[src/rtl/pipe_pkg.sv]
`default_nettype none
// ============================================================================
// Module      : pipe_pkg
// Description : Shared types and constants for the skid-buffer pipeline stage.
// Revision    : 1.0 - initial release
// ============================================================================
package pipe_pkg;

    localparam int c_occ_w = 2;

    // Encoding equals the entry count so occupancy is the state itself.
    typedef enum logic [c_occ_w-1:0] {
        EMPTY = 2'd0,
        BUSY  = 2'd1,
        FULL  = 2'd2
    } state_t;

endpackage : pipe_pkg
`default_nettype wire

[src/rtl/pipe_skid_ctrl.sv]
`default_nettype none
// ============================================================================
// Module      : pipe_skid_ctrl
// Description : Two-entry skid buffer control FSM; produces register enables.
// Revision    : 1.0 - initial release
// ============================================================================
module pipe_skid_ctrl
    import pipe_pkg::*;
(
    input  logic   clk,
    input  logic   reset,
    input  logic   i_flush,
    input  logic   i_in_valid,
    input  logic   i_out_ready,
    output state_t o_state,
    output logic   o_in_ready,
    output logic   o_out_valid,
    output logic   o_main_load,
    output logic   o_skid_load,
    output logic   o_main_sel_skid
);

    state_t r_state;
    state_t w_next;
    logic   r_in_ready;
    logic   w_accept;
    logic   w_consume;

    assign w_accept  = i_in_valid & r_in_ready;
    assign w_consume = (r_state != EMPTY) & i_out_ready;

    always_comb begin
        w_next          = r_state;
        o_main_load     = 1'b0;
        o_skid_load     = 1'b0;
        o_main_sel_skid = 1'b0;
        if (i_flush) begin
            w_next = EMPTY;
        end else begin
            case (r_state)
                EMPTY: begin
                    if (w_accept) begin
                        w_next      = BUSY;
                        o_main_load = 1'b1;
                    end
                end
                BUSY: begin
                    if (w_accept && w_consume) begin
                        o_main_load = 1'b1;
                    end else if (w_consume) begin
                        w_next = EMPTY;
                    end else if (w_accept) begin
                        w_next      = FULL;
                        o_skid_load = 1'b1;
                    end
                end
                FULL: begin
                    if (w_consume) begin
                        w_next          = BUSY;
                        o_main_load     = 1'b1;
                        o_main_sel_skid = 1'b1;
                    end
                end
                default: w_next = EMPTY;
            endcase
        end
    end

    // in_ready is precomputed from the next state so it leaves a flop directly.
    always_ff @(posedge clk or posedge reset) begin
        if (reset) begin
            r_state    <= EMPTY;
            r_in_ready <= 1'b1;
        end else begin
            r_state    <= w_next;
            r_in_ready <= (w_next != FULL);
        end
    end

    assign o_state     = r_state;
    assign o_in_ready  = r_in_ready;
    assign o_out_valid = (r_state != EMPTY);

endmodule : pipe_skid_ctrl
`default_nettype wire

[src/rtl/pipe_skid_buffer.sv]
`default_nettype none
// ============================================================================
// Module      : pipe_skid_buffer
// Description : Two-entry valid/ready skid buffer with registered in_ready.
// Revision    : 1.0 - initial release
// ============================================================================
module pipe_skid_buffer
    import pipe_pkg::*;
#(
    parameter int LENGTH = 64
) (
    input  logic               clk,
    input  logic               reset,
    input  logic               flush,
    input  logic               in_valid,
    output logic               in_ready,
    input  logic [LENGTH-1:0]  in_data,
    output logic               out_valid,
    input  logic               out_ready,
    output logic [LENGTH-1:0]  out_data,
    output logic [c_occ_w-1:0] occupancy
);

    state_t            w_state;
    logic              w_main_load;
    logic              w_skid_load;
    logic              w_main_sel_skid;
    logic [LENGTH-1:0] w_main_d;
    logic [LENGTH-1:0] r_main;
    logic [LENGTH-1:0] r_skid;

    pipe_skid_ctrl u_ctrl (
        .clk             (clk),
        .reset           (reset),
        .i_flush         (flush),
        .i_in_valid      (in_valid),
        .i_out_ready     (out_ready),
        .o_state         (w_state),
        .o_in_ready      (in_ready),
        .o_out_valid     (out_valid),
        .o_main_load     (w_main_load),
        .o_skid_load     (w_skid_load),
        .o_main_sel_skid (w_main_sel_skid)
    );

    assign w_main_d = w_main_sel_skid ? r_skid : in_data;

    always_ff @(posedge clk or posedge reset) begin
        if (reset) begin
            r_main <= '0;
        end else if (w_main_load) begin
            r_main <= w_main_d;
        end
    end

    always_ff @(posedge clk or posedge reset) begin
        if (reset) begin
            r_skid <= '0;
        end else if (w_skid_load) begin
            r_skid <= in_data;
        end
    end

    assign out_data  = r_main;
    assign occupancy = c_occ_w'(w_state);

endmodule : pipe_skid_buffer
`default_nettype wire

[config.mk]
export PLATFORM = sky130hd
export DESIGN_NAME = pipe_skid_buffer
export DESIGN_NICKNAME = d
export VERILOG_FILES = /design/src/rtl/pipe_pkg.sv /design/src/rtl/pipe_skid_ctrl.sv /design/src/rtl/pipe_skid_buffer.sv
export SDC_FILE = /design/constraint.sdc
export NUM_CORES = 1
export LEC_CHECK = 0
export ABC_AREA = 1
export CORE_ASPECT_RATIO = 0.75
export CORE_MARGIN = 5
export CORE_UTILIZATION = 29
export DETAILED_ROUTE_END_ITERATION = 12
export PLACE_DENSITY = 0.49
export SLEW_MARGIN = 20
export SYNTH_ARGS = -nofsm -noshare
export SYNTH_HDL_FRONTEND = slang
export SYNTH_SLANG_ARGS = --single-unit
[constraint.sdc]
create_clock -name clk -period 6 [get_ports clk]
set_input_delay 1.2 -clock clk [delete_from_list [all_inputs] [get_ports clk]]
set_output_delay 1.2 -clock clk [all_outputs]
set_load 0.01 [all_outputs]
==> metrics.cfg <==
[yosys]
syn_area_per_cell_um2=8.20
synth_top_family_by_area=simple AND/OR/NAND/NOR gates
synth_compound_area_frac=0.0909
synthAdderAreaFrac=0
ys_ff_latch=131
seq_area_frac_synth=0.512
netlist_top_cells_count=nand2_1 (387), dfrtp_1 (130), inv_1 (70)
synth_edf_count=0
synthXorXnorAreaFrac=0
synth_fp_nets=849
synth_top_cell_by_area=dfrtp_1
yosysUniqueCellTypes=19
yosys-top-cells-area=dfrtp_1 (51%), nand2_1 (23%), o21ai_2 (8.8%), nand3_1 (5.1%), buf_6 (4.4%)
synth_warnings=0
synthFlopType=dfrtp_1
synth-simple-area-share=0.290
synthMuxAreaShare=0
syn_area_um2=6400
syn_inst=780
async_flop_share=1.00
synth_top_area_frac=0.508
yosysMostFrequentCell=nand2_1

[grt]
grt_max_degree=96
track_usage=0.138
grt_pass1_wl_um=28200
grt_antenna_before_repair=0
grt_pass1_vias=5097
grt-ovfl-total=0

[sta]
slew_headroom=0.314
worst_pin_slew_ns=1.03
fmax_mhz=295
setup_ws_ns=2.61
setup_violations=0
slew_violations=0
fin_crit_sh=0.566
fin_crit_ns=3.39
skew_ns=0.0133
tns_ns=0
rsz0062_at_grt=false
hold_viol_final=0

[cts]
clock_latency_ns=0.42
post_cts_buffers=0
htree_levels=4
cts_tree=built
post_cts_resize_count=0
ctsHoldBuffers=0
cts_sinks=131
cts_buffer_depth=2
cts.reportedPaths.clkPinSlew_ns=0.06
cts_root_buf=clkbuf_16
cts_buffers=17

[worst_hold_path]
hp-class=reg2reg
min-delay-start=out_data[42]$_DFFE_PP0P_

[route]
viasPerCell=4.22
drcViolationCount=0
drtPass1Iterations=4
routed_wl_um=16800
vias=5061
postRouteAntennaNets=0
wl_per_cell_um=14.0
drtIter0Drc=262

[final_layout]
drive_gt1_frac=0.127
area_growth_syn_to_layout_pct=32.0
final_nets=962
num_antenna_cells=0

[floorplan]
core_um2=21900
die_h_um=139
die_x_um=182
io-pin-count=137
die_area_um2=25200
start_util=0.293
rows=47

[placed_design]
gp_congestion=0.705
io_buffer_count=136
pre_cts_ws_ns=2.15
hpwl_um=9980

[power]
p_leak_nw=4.37
vdd_drop_max_uv=150
powerDensity_nw_per_um2=363
p_total_mw=3.07

[critical_path]
r2r-start=u_ctrl.o_in_ready$_DFF_PP1_
critPathLaunchType=primary input
required_ns=6.28
startpoint=in_valid
path_class=in2reg
worstPathArrival_ns=3.67
critPathMaxFanout=72
cp-end-kind=flip-flop

[status]
outcome=complete, no violations

[job]
maxCapViolations=0

==> layer usage <==
metal / up-vias / wire length, µm / track usage
met3: 9 / 1020 / 0.0477
met1: 2328 / 8310 / 0.189
met5: - / 0 / 0
met2: 104 / 7350 / 0.212
li1: 2620 / - / -
met4: 0 / 117 / 0.0324
==> through the flow <==
step                       util  hold slack [ns]  instances  instance area [µm²]
after global placement    0.356            0.462       1168                 7790
after CTS                 0.386            0.481       1200                 8450
final                     0.386            0.477       1200                 8450
after global routing      0.386            0.488       1200                 8450
after detailed placement  0.356            0.465       1168                 7790
after floorplan               -            0.456        780                 6400
==> critical path: stages <==
cell and delay [ns]:
clkdlybuf4s50_1 0.46, nand2_1 0.10, nor2_1 0.22, nand3_4 0.77
buf_4 0.66, nand2_1 0.16, o21ai_2 0.06
==> path summary, 6_finish.rpt <==
kind	to	slack (ns)	depth (start not counted)
worst max-delay path	r_skid[62]$_DFFE_PP0P_	2.61	7
worst min-delay path	out_data[42]$_DFFE_PP0P_	0.48	2
worst max register to register	r_skid[62]$_DFFE_PP0P_	3.34	6
worst min register to register	out_data[42]$_DFFE_PP0P_	0.48	2
max in group asynchronous	r_skid[29]$_DFFE_PP0P_	3.60	3
min in group asynchronous	out_data[28]$_DFFE_PP0P_	1.37	2
==> area by class of cell <==
cell class	instances	area, µm²
fill	2278	13400
sequential	131	3280
multi-input combinational	529	2460
timing repair buffer	141	1400
clock buffer	19	453
tap	294	368
inverter	73	279
clock inverter	13	205
==> sequential cells by signal, indices dropped and copies added (netlist names) <==
name,count
out_data,64
u_ctrl.o_in_ready,1
r_skid,64
u_ctrl.o_state,2
==> cell usage in the layout (no fill, tap or decap), types with 2 or more instances in the layout <==
master and count:
nand2_1 387, clkdlybuf4s50_1 136, dfrtp_1 130, inv_1 69, o21ai_2 64, nand3_1 64, clkbuf_16 17, bufinv_16 5
buf_4 5, inv_2 3, clkinv_2 3, clkinvlp_4 3, nor2_1 2, nand3_4 2, nor2_4 2, nand2_2 2
inv_6 2, clkbuf_8 2
==> cell families (layout without fill, tap and decap cells) <==
family	count (synthesis)	count (layout)
buf+inv	120	246
compound gates	67	67
flops	131	131
simple gates	462	462
==> power by group <==
group	switching, mW	internal [mW]
clock	0.405	0.759
sequential	0.124	1.11
combinational	0.324	0.344
Note: power is estimated with default switching activity, not from simulation.
